### src/rtl/mul_seq.sv
// mul_seq: iterative 32x32 unsigned shift-add multiplier.
// One adder instance, one partial-product add per cycle.

module adder (
  input  logic [31:0] a_i,
  input  logic [31:0] b_i,
  input  logic        c_i,
  output logic [31:0] s_o,
  output logic        c_o
);

  logic [31:0] g;
  logic [31:0] p;
  logic [32:0] c;

  assign g = a_i & b_i;
  assign p = a_i ^ b_i;

  // 4-bit lookahead groups chained by group carry
  always_comb begin
    c    = '0;
    c[0] = c_i;
    for (int k = 0; k < 8; k++) begin
      c[4*k+1] = g[4*k]
               | (p[4*k] & c[4*k]);
      c[4*k+2] = g[4*k+1]
               | (p[4*k+1] & g[4*k])
               | (p[4*k+1] & p[4*k] & c[4*k]);
      c[4*k+3] = g[4*k+2]
               | (p[4*k+2] & g[4*k+1])
               | (p[4*k+2] & p[4*k+1] & g[4*k])
               | (p[4*k+2] & p[4*k+1] & p[4*k]
                  & c[4*k]);
      c[4*k+4] = g[4*k+3]
               | (p[4*k+3] & g[4*k+2])
               | (p[4*k+3] & p[4*k+2] & g[4*k+1])
               | (p[4*k+3] & p[4*k+2] & p[4*k+1]
                  & g[4*k])
               | (p[4*k+3] & p[4*k+2] & p[4*k+1]
                  & p[4*k] & c[4*k]);
    end
  end

  assign s_o = p ^ c[31:0];
  assign c_o = c[32];

endmodule

module mul_seq (
  input  logic        clk,
  input  logic        rst,
  input  logic        in_valid,
  output logic        in_ready,
  input  logic [31:0] A,
  input  logic [31:0] B,
  output logic        out_valid,
  input  logic        out_ready,
  output logic [63:0] P
);

  typedef enum logic [1:0] {
    IDLE = 2'd0,
    BUSY = 2'd1,
    DONE = 2'd2
  } state_t;

  state_t      state_q, state_d;
  logic [31:0] mcand_q, mcand_d;
  logic [31:0] hi_q, hi_d;
  logic [31:0] lo_q, lo_d;
  logic [5:0]  cnt_q, cnt_d;
  logic [63:0] p_q, p_d;

  logic [31:0] add_b;
  logic [31:0] sum;
  logic        c32;
  logic [63:0] shifted;

  assign add_b   = lo_q[0] ? mcand_q : 32'd0;
  assign shifted = {c32, sum, lo_q[31:1]};

  adder u_adder (
    .a_i (hi_q),
    .b_i (add_b),
    .c_i (1'b0),
    .s_o (sum),
    .c_o (c32)
  );

  assign in_ready  = (state_q == IDLE);
  assign out_valid = (state_q == DONE);
  assign P         = p_q;

  // Next-state and datapath update
  always_comb begin
    state_d = state_q;
    mcand_d = mcand_q;
    hi_d    = hi_q;
    lo_d    = lo_q;
    cnt_d   = cnt_q;
    p_d     = p_q;
    case (state_q)
      IDLE: begin
        if (in_valid) begin
          mcand_d = A;
          lo_d    = B;
          hi_d    = 32'd0;
          cnt_d   = 6'd0;
          state_d = BUSY;
        end
      end
      BUSY: begin
        hi_d  = shifted[63:32];
        lo_d  = shifted[31:0];
        cnt_d = cnt_q + 6'd1;
        if (cnt_q == 6'd31) begin
          p_d     = shifted;
          state_d = DONE;
        end
      end
      DONE: begin
        if (out_ready) state_d = IDLE;
      end
      default: state_d = IDLE;
    endcase
  end

  // State and datapath registers
  always_ff @(posedge clk or posedge rst) begin
    if (rst) begin
      state_q <= IDLE;
      mcand_q <= '0;
      hi_q    <= '0;
      lo_q    <= '0;
      cnt_q   <= '0;
      p_q     <= '0;
    end else begin
      state_q <= state_d;
      mcand_q <= mcand_d;
      hi_q    <= hi_d;
      lo_q    <= lo_d;
      cnt_q   <= cnt_d;
      p_q     <= p_d;
    end
  end

endmodule

### config.mk
export PLATFORM = sky130hd
export DESIGN_NAME = mul_seq
export DESIGN_NICKNAME = d
export VERILOG_FILES = /design/src/rtl/mul_seq.sv
export SDC_FILE = /design/constraint.sdc
export NUM_CORES = 1
export LEC_CHECK = 0
export BUFFER_PORTS_ARGS = -buffer_cell sky130_fd_sc_hd__buf_2
export CAP_MARGIN = 20
export CORE_MARGIN = 5
export CORE_UTILIZATION = 61
export DETAILED_ROUTE_END_ITERATION = 10
export PLACE_DENSITY = 0.95
export SKIP_LAST_GASP = 1
export SYNTH_ARGS = -nofsm -noshare
export SYNTH_HDL_FRONTEND = slang
export SYNTH_SLANG_ARGS = --single-unit
### constraint.sdc
create_clock -name clk -period 9.9 [get_ports clk]
set_input_delay 0.495 -clock clk [delete_from_list [all_inputs] [get_ports clk]]
set_output_delay 0.495 -clock clk [all_outputs]
set_load 0.03 [all_outputs]
==> results by group <==
Outcome
  • Outcome: finished, final reports clean

STA
  • Clock Skew: 8.28 ps
  • Worst Tran Pin Value: 1060 ps
  • Crit share post-route: 0.408
  • Final hold vios: 0
  • Final setup vio count: 0
  • Maximum clock rate: approximately 250 MHz
  • Fin crit period: 4030 ps
  • Setup repair after global routing missed its margin: false
  • Worst rel slew slack: 0.296
  • Setup tns final: 0 ps
  • Final Max Tran Viols: 0

Worst setup path
  • WP data required: 10170 ps
  • Worst path bufs/invs: 1
  • Worst Path Arrival: 4310 ps
  • Cell Chain, Critical Path: nand2_1, inv_1, ha_1, a211oi_2, o21ai_2, a2111oi_4, o22a_2, nand2_1, nand2_1, o21ai_0, fa_1, xnor2_1, o21ai_0
  • Worst flop-to-flop path startpoint: lo_q[0]$_DFFE_PP0P_
  • Worst Path Class, Setup: flop to flop
  • Crit path max fanout: 33
  • Reg2reg end: hi_q[28]$_DFFE_PP0P_
  • CP max stage cell: dfrtp_1
  • R2R depth: 13
  • Startpoint Class: flop
  • Worst path top cell family by delay: compound AO/OA/AOI/OAI gates
  • Most used cell, CP: nand2_1
  • Number of cells on the critical path: 13
  • Crit-path max cell delay: 950 ps
  • Setup slack, reg-to-reg: roughly 5900 ps
  • CP endpoint kind: flop

GRT
  • Initial antenna violation count: 1
  • Total gr overflow: 0
  • First-pass GRT wire length: 30000 µm
  • GRT Util Overall: 0.251
  • Pin count of the biggest net entering global routing: 102
  • Vias in the first global route: 6355

Placed design
  • Post-DP HPWL: 11800 µm
  • Port bufs: 133
  • GP Congestion: between 0.7 and 0.8
  • Cell Area, Placed: roughly 0.0087 mm²

Power
  • Maximum VDD drop: between 0.00015 and 0.0002 V
  • Sequential Power Share: 0.358
  • Leak: 4.78 nW
  • Net switching power: between 1 and 1.5 mW
  • Design Power: 3.25 mW
  • Comb pwr share: 0.451
  • Pint: 1.86 mW
  • PwrDens: 352 mW/mm²
  • Sw Ratio: 0.429
  • Clock share of power: 0.192

Clock tree
  • Num CTS Buffers: 17
  • Resize count post-CTS: 0
  • Hold buffer count at CTS: 0
  • TritonCTS clock tree: done
  • Postcts setup bufs: 0
  • Worst-path clk slew: roughly 70 ps
  • Later-pin clock latency in the skew report: 430 ps
  • Root Buffer: clkbuf_16
  • H-tree levels: 4
  • Clk sinks: about 170
  • Clk buf depth: 2

Floorplanning
  • Initial Util: 0.623
  • # rows: 41
  • Die Wd: 124 µm
  • I/O pin count: 134
  • Die area: 0.0153 mm²
  • DIE HEIGHT: 124 µm
  • Core area: 0.0127 mm²

Synthesis
  • Synth cell types: 48
  • Seq/Total Area, Yosys: 0.533
  • Synth top area share: 0.533
  • Total of warnings raised by yosys: 0
  • Largest area contributor in the netlist: dfrtp_1
  • Post-Syn Area per Cell: 9.14 µm²
  • Syn_nets: 972
  • Synth async-reset ratio: 1.00
  • Top_reg_cell synth: dfrtp_1
  • Post-synth EDFFs: 0
  • Post-Syn Instances: 863
  • Register bit total from synthesis: 168
  • Area contributors post-synth: dfrtp_1, nand2_1, ha_1, o21ai_0, nor2_1
  • Synth Cell Area: between 0.007 and 0.008 mm²

Finish
  • Most frequent cells in the layout: nand2_1, dfrtp_1, buf_2, nor2_1, o21ai_0
  • Fin util: 0.729
  • Commonest non-fill, non-tap cell in the layout: nand2_1
  • Area Overhead vs Synth: 17.0%
  • Layout cells sized above 1: 0.189
  • Inserted Diodes: 0
  • Fin area: around 0.0092 mm²
  • Layout Nets: 1083

Routing
  • Routed len/inst: between 15 and 20 µm
  • Routed vias: 6445
  • Number of remaining DRC errors: 0
  • Antenna-violating nets left: 0
  • Vias per inst: 5.56
  • TritonRoute pass-1 iters: 5
  • Total wire length: 18200 µm
  • Initial DRC count: 509

Min path
  • Hold Path Class: input port to async pin

Job
  • Max cap viols: 0
==> sequential cells by signal, summed over array words and instances (netlist names) <==
register / flops
state_q: 2
lo_q: 32
mcand_q: 32
hi_q: 32
P: 64
cnt_q: 6
==> synthesized netlist by cell type, drive strengths merged (2+ instances only) <==
cell / n
nand2b: 3
or2: 2
a21o: 6
o22a: 2
xnor2: 9
o22ai: 31
clkbuf: 38
nor3: 4
and2: 27
inv: 25
xor2: 15
a211oi: 2
nand3: 37
ha: 33
nand4: 4
dfrtp: 168
a21oi: 15
o211ai: 2
o21ai: 73
nor2: 74
a31oi: 2
fa: 8
o41ai: 2
nand2: 254
o21bai: 6
buf: 8
==> power groups by stage <==
stage	logic (mW)	clock network, mW	registers, mW
6_report	1.47	0.624	1.16
4_1_cts	1.46	0.630	1.16
2_1_floorplan	1.02	0	1.21
3_3_place_gp	1.37	0	1.16
5_1_grt	1.64	0.664	1.20
3_5_place_dp	1.44	0	1.16
==> metal layers <==
metal | wire [µm] | global-route usage | vias up
li1 | - | - | 3080
met4 | 445 | 0.101 | 2
met2 | 8870 | 0.402 | 226
met1 | 7490 | 0.327 | 3096
met3 | 1380 | 0.0690 | 41
met5 | 7 | 0 | -
==> area by class of cell <==
type	count	area, µm²
Timing Repair Buffer	138	723
Fill cell	904	3440
Clock buffer	18	439
Tap cell	172	215
Multi-Input combinational cell	624	3440
Inverter	25	98.8
Clock inverter	14	114
Sequential cell	168	4200
==> worst max-delay path by stage <==
stage	slack (ps)	start	to
finish	5870	lo_q[0]$_DFFE_PP0P_	hi_q[28]$_DFFE_PP0P_
global placement	6130	lo_q[0]$_DFFE_PP0P_	hi_q[28]$_DFFE_PP0P_
CTS	5860	lo_q[0]$_DFFE_PP0P_	hi_q[28]$_DFFE_PP0P_
global route	5520	lo_q[0]$_DFFE_PP0P_	hi_q[28]$_DFFE_PP0P_
detailed placement	5920	lo_q[0]$_DFFE_PP0P_	hi_q[28]$_DFFE_PP0P_
floorplan	4860	rst	P[0]$_DFFE_PP0P_
==> worst register-to-register path, delay by kind of cell, from the launching register on <==
family | cells | cell delay, ps
xor+xnor | 1 | 200
fa+ha+maj | 2 | 710
simple gates | 3 | 490
buf+inv | 1 | 120
compound gates | 6 | 1420
flops | 1 | 950
==> through the flow <==
| step | hold slack, ps | setup slack (ps) | cells |
|---|---|---|---|
| detailed placement | 457 | 5920 | 1126 |
| finish | 189 | 5870 | 1159 |
| global route | 243 | 5520 | 1159 |
| global placement | 451 | 6130 | 1126 |
| floorplan | 437 | 4860 | 863 |
| CTS | 238 | 5860 | 1158 |
==> cells by family (layout without fill, tap and decap cells) <==
kind of cell | count (synthesis) | after routing | synth area share
adders and majority gates | 41 | 41 | 0.0726
DFF | 168 | 168 | 0.533
buffers and inverters | 71 | 195 | 0.0338
xor gates and xnor gates | 24 | 24 | 0.0276
and+or+nand+nor | 408 | 408 | 0.214
muxes | 1 | 1 | 0.00127
AOI/OAI and AO/OA | 150 | 150 | 0.118
(Power assumes the default switching activity.)
